**src/rtl/inv_stage.sv**
```systemverilog
// Ring-oscillator inverter stage with a clocked activity monitor that counts
// synchronised rising edges of Q per fixed window of clk cycles.
module inv_stage #(
  parameter int unsigned CNT_W       = 16,
  parameter int unsigned WINDOW      = 1024,
  parameter int unsigned SYNC_STAGES = 2
) (
  input  logic             clk,
  input  logic             rst_n,
  (* keep *) input  logic  A,
  (* keep *) output logic  Q,
  input  logic             mon_en,
  output logic [CNT_W-1:0] count,
  output logic             count_valid,
  output logic             active,
  output logic             saturated
);

  localparam int unsigned       WIN_W    = (WINDOW > 1) ? $clog2(WINDOW) : 1;
  localparam logic [WIN_W-1:0]  WIN_LAST = WIN_W'(WINDOW - 1);
  localparam logic [CNT_W-1:0]  CNT_MAX  = '1;

  // The oscillator path: a single inverter, never touched by the monitor.
  assign Q = ~A;

  logic [SYNC_STAGES-1:0] r_sync;
  logic                   r_q_prev;
  logic [WIN_W-1:0]       r_win_cnt;
  logic [CNT_W-1:0]       r_acc;
  logic [CNT_W-1:0]       r_count;
  logic                   r_count_valid;
  logic                   r_active;
  logic                   r_saturated;

  logic                   w_q_s;
  logic                   w_rise;
  logic                   w_win_end;
  logic [CNT_W:0]         w_sum;
  logic [CNT_W-1:0]       w_sum_sat;

  assign w_q_s     = r_sync[SYNC_STAGES-1];
  assign w_rise    = w_q_s & ~r_q_prev;
  assign w_win_end = mon_en && (r_win_cnt == WIN_LAST);

  // Accumulator already saturates, so the sum can exceed the max by at most one.
  always_comb begin
    w_sum     = {1'b0, r_acc} + (CNT_W + 1)'(w_rise);
    w_sum_sat = w_sum[CNT_W] ? CNT_MAX : w_sum[CNT_W-1:0];
  end

  always_ff @(posedge clk or negedge rst_n) begin
    if (!rst_n) begin
      r_sync   <= '0;
      r_q_prev <= 1'b0;
    end else begin
      r_sync   <= {r_sync[SYNC_STAGES-2:0], Q};
      r_q_prev <= w_q_s;
    end
  end

  always_ff @(posedge clk or negedge rst_n) begin
    if (!rst_n) begin
      r_win_cnt <= '0;
      r_acc     <= '0;
    end else if (!mon_en || w_win_end) begin
      r_win_cnt <= '0;
      r_acc     <= '0;
    end else begin
      r_win_cnt <= r_win_cnt + WIN_W'(1);
      r_acc     <= w_sum_sat;
    end
  end

  always_ff @(posedge clk or negedge rst_n) begin
    if (!rst_n) begin
      r_count       <= '0;
      r_count_valid <= 1'b0;
      r_active      <= 1'b0;
      r_saturated   <= 1'b0;
    end else if (w_win_end) begin
      r_count       <= w_sum_sat;
      r_count_valid <= 1'b1;
      r_active      <= (w_sum_sat != '0);
      r_saturated   <= (w_sum_sat == CNT_MAX);
    end else begin
      r_count_valid <= 1'b0;
    end
  end

  assign count       = r_count;
  assign count_valid = r_count_valid;
  assign active      = r_active;
  assign saturated   = r_saturated;

endmodule

```
**config.mk**
```make
export PLATFORM = sky130hd
export DESIGN_NAME = inv_stage
export DESIGN_NICKNAME = d
export VERILOG_FILES = /design/src/rtl/inv_stage.sv
export SDC_FILE = /design/constraint.sdc
export NUM_CORES = 1
export LEC_CHECK = 0
export CORE_MARGIN = 2
export CORE_UTILIZATION = 40
export CTS_CLUSTER_SIZE = 30
export DETAILED_ROUTE_END_ITERATION = 16
export GPL_TIMING_DRIVEN = 0
export HOLD_SLACK_MARGIN = 0.15
export PLACE_DENSITY_LB_ADDON = 0.25
export SYNTH_ARGS = -nofsm -noshare
export SYNTH_HDL_FRONTEND = slang
export SYNTH_SLANG_ARGS = --single-unit
export TNS_END_PERCENT = 100
```
**constraint.sdc**
```tcl
create_clock -name clk -period 6.4 [get_ports clk]
set_input_delay 0.64 -clock clk [delete_from_list [all_inputs] [get_ports clk]]
set_output_delay 0.64 -clock clk [all_outputs]
set_load 0.02 [all_outputs]
```
==> impl_metrics.tcl <==
set metrics [dict create \
    status "complete, no violations" \
    finalSetupTns_ns 0 \
    clkPwrFrac 0.346 \
    slowest_delay_ns 0.44 \
    fin_worst_hold_slack_ns 0.291 \
    dieArea_mm2 0.00664 \
    seq_area_frac_synth 0.500 \
    clkSinkCount 48 \
    final_cells 356 \
    min_period_over_period 0.405 \
    drtIter0Drc 117 \
    syn_inst 249 \
    slew_headroom 0.641 \
    synth-seq-cells 48 \
    p_seq_frac 0.589 \
    p_int_mw 0.399 \
    wl_mm 5.25 \
    yosysTopAreaCellShare 0.500 \
    area_growth_pct 18.0 \
    vias_per_cell 5.34 \
    grt_pass1_wl_mm 8.94 \
    row_count 28 \
    multi_input_area_mm2 0.00111 \
    initial_core_util 0.411 \
    post-place-cells 348 \
    mostFrequentLayoutCell "dfrtp_1" \
    crit_buf_inv 0 \
    layout.nets 287 \
    hpwlAfterDp_mm 3.93 \
    insertion_delay_ns 0.31 \
    clk_pin_slew_worst_paths_ns 0.10 \
    ys_warn_count 0 \
    io_pins 24 \
    drcViolationCount 0 \
    required_ns 6.57 \
    crit_arrival_ns 2.77 \
    postCtsResizedCells 0 \
    setup-violations-final 0 \
    fillCellCount 555 \
    die_x_um 81.5 \
    tightest_slew_ns 0.534 \
    antenna_found_initial 0 \
    cpLargestDelayFamily "simple AND/OR/NAND/NOR gates" \
    max-vdd-ir-drop_uv 103 \
    rrSetupSlack_ns 3.81 \
    crit_type "flip-flop to flip-flop" \
    track_usage 0.176 \
    grt_setup_unrepaired "no" \
    routedWlPerCell_um 14.8 \
    finalCriticalPeriod_ns 2.59 \
    root_buffer "clkbuf_8" \
    place_congestion 0.838 \
    synthArstFlopShare 1.00 \
    syn_area_per_cell_um2 9.65 \
    r2r-end "active" \
    ys.flop_type "dfrtp_1" \
    grt_pass1_vias 1803 \
    combPwrFrac 0.064 \
    core-area_mm2 0.00585 \
    hold_buffers 0 \
    via_count 1902 \
    postLayoutCoreUtil 0.485 \
    drv_slew 0 \
    syn_area_mm2 0.00240 \
    portBuffers 23 \
    drt-pass1-iter-count 4 \
    drive_above_1_share 0.107 \
    synthTopCellsByArea "dfrtp_1 50%, nor2_1 5.5%, nand2_1 4.1%" \
    p_leak_nw 1.22 \
    swShare 0.246 \
    die_h_um 81.5 \
    antenna_cells 0 \
    post-cts-setup-buffers 0 \
    synth_edf_count 0 \
    hp-class "input pin to async pin" \
    final_cell_mix "48 x dfrtp_1, 35 x nor2_1, 26 x nand2_1" \
    clock.fmax_mhz 385 \
    reg2reg_depth 7 \
    endpoint_kind "flip-flop" \
    cp-start-kind "flip-flop" \
    ff_latch_area_mm2 0.00120 \
    crit_path_cell_trace "nor2b_1 > ha_1 > nand4_2 > nor3_1 > mux2_2 > nor4b_1 > a21oi_1" \
    worst_clock_skew_ns 0.0125 \
    antenna_left 0 \
    htree_levels 2 \
    gr-total-overflow 0 \
    maxCapViolations 0 \
    path_max_fanout 7 \
    hold_viol_final 0 \
    yosys.cell_types.count 48 \
    synth_nets 256 \
    cts_made_buffers 5 \
    power.switching_mw 0.130 \
    tritoncts "yes" \
    critPathSlowestCell "nor4b_1" \
    grt_max_degree 28 \
    clk_path_buf_depth 2 \
    regToRegStartpoint "r_q_prev" \
    powerDensity_mw_per_mm2 187 \
    synth_largest_area_cell "dfrtp_1" \
]
[area by class of cell]
type | count | area share
plain buffers | 13 | 0.0269
flip-flops and latches | 48 | 0.424
clock inverters | 3 | 0.00838
clock buffers | 5 | 0.0243
well taps | 75 | 0.0331
multi-input cells | 183 | 0.391
inverters | 5 | 0.00662
repair buffers | 24 | 0.0865
[cells by family (layout without fill, tap and decap cells)]
group,after synthesis,count (layout),synth area share
flops,48,48,0.500
compound gates,49,49,0.128
simple gates,117,117,0.262
fa+ha+maj,3,3,0.0156
mux,5,5,0.0219
xor+xnor,9,9,0.0328
buf+inv,18,50,0.0396
[worst max path at each step]
stage	start	end	slack [ns]	cells after the start
2_1_floorplan	r_q_prev	active	4.26	7
3_5_place_dp	r_sync[1]	active	3.81	7
3_3_place_gp	rst_n	count[12]	3.27	1
6_report	r_q_prev	active	3.81	7
4_1_cts	r_sync[1]	active	3.77	7
5_1_grt	r_sync[1]	active	3.39	7
[worst register-to-register path, delay by kind of cell (launching register included)]
kind            cells  cell delay [ns]
mux                 1             0.38
fa+ha+maj           1             0.30
compound gates      1             0.13
flops               1             0.37
simple gates        4             1.27
[power by group through the flow]
stage | sequential, mW | clock [mW] | combinational [mW]
after floorplan | 0.321 | 0 | 0.0137
after global placement | 0.318 | 0 | 0.0337
after detailed placement | 0.318 | 0 | 0.0351
after CTS | 0.312 | 0.191 | 0.0352
after global routing | 0.313 | 0.203 | 0.0388
final | 0.312 | 0.183 | 0.0341
[state kept, by name, indices dropped and copies added, names as in the netlist]
| name | count |
|---|---|
| saturated | 1 |
| r_q_prev | 1 |
| r_win_cnt | 10 |
| r_acc | 16 |
| active | 1 |
| r_sync | 2 |
| count | 16 |
| count_valid | 1 |
[layer usage]
metal / part of all wire / wire [um] / global-route usage / up-vias
met2: 0.48 / 2500 / 0.275 / 18
met1: 0.48 / 2530 / 0.245 / 914
met4: 0.016 / 85 / 0.0593 / 0
li1: - / - / - / 961
met5: 0 / 0 / 0 / -
met3: 0.026 / 139 / 0.0319 / 9
[synth_stat cells (2+ instances only)]
library cell	n
nand3_1	11
and3_1	7
clkbuf_1	3
xor2_1	6
ha_1	3
nor2_1	35
nor3_1	4
o21ai_1	6
mux2i_1	3
a2111oi_0	3
buf_2	7
inv_1	5
dfrtp_1	48
or3_1	5
o2111ai_1	2
buf_6	2
and4_1	6
a41oi_1	3
o21a_1	2
mux2_2	2
xnor2_1	3
or2_2	2
o21ai_0	18
nand2_1	26
a21oi_1	6
a21boi_0	2
nand4_1	8
[stage by stage]
step / worst slack (ns) / cell area, um^2 / total power [mW]
6_report: 3.81 / 2840 / 0.529
3_5_place_dp: 3.81 / 2740 / 0.353
3_3_place_gp: 3.27 / 2730 / 0.352
5_1_grt: 3.39 / 2840 / 0.555
2_1_floorplan: 4.26 / 2400 / 0.334
4_1_cts: 3.77 / 2840 / 0.539
No activity file was read; power rests on OpenSTA's default activity.
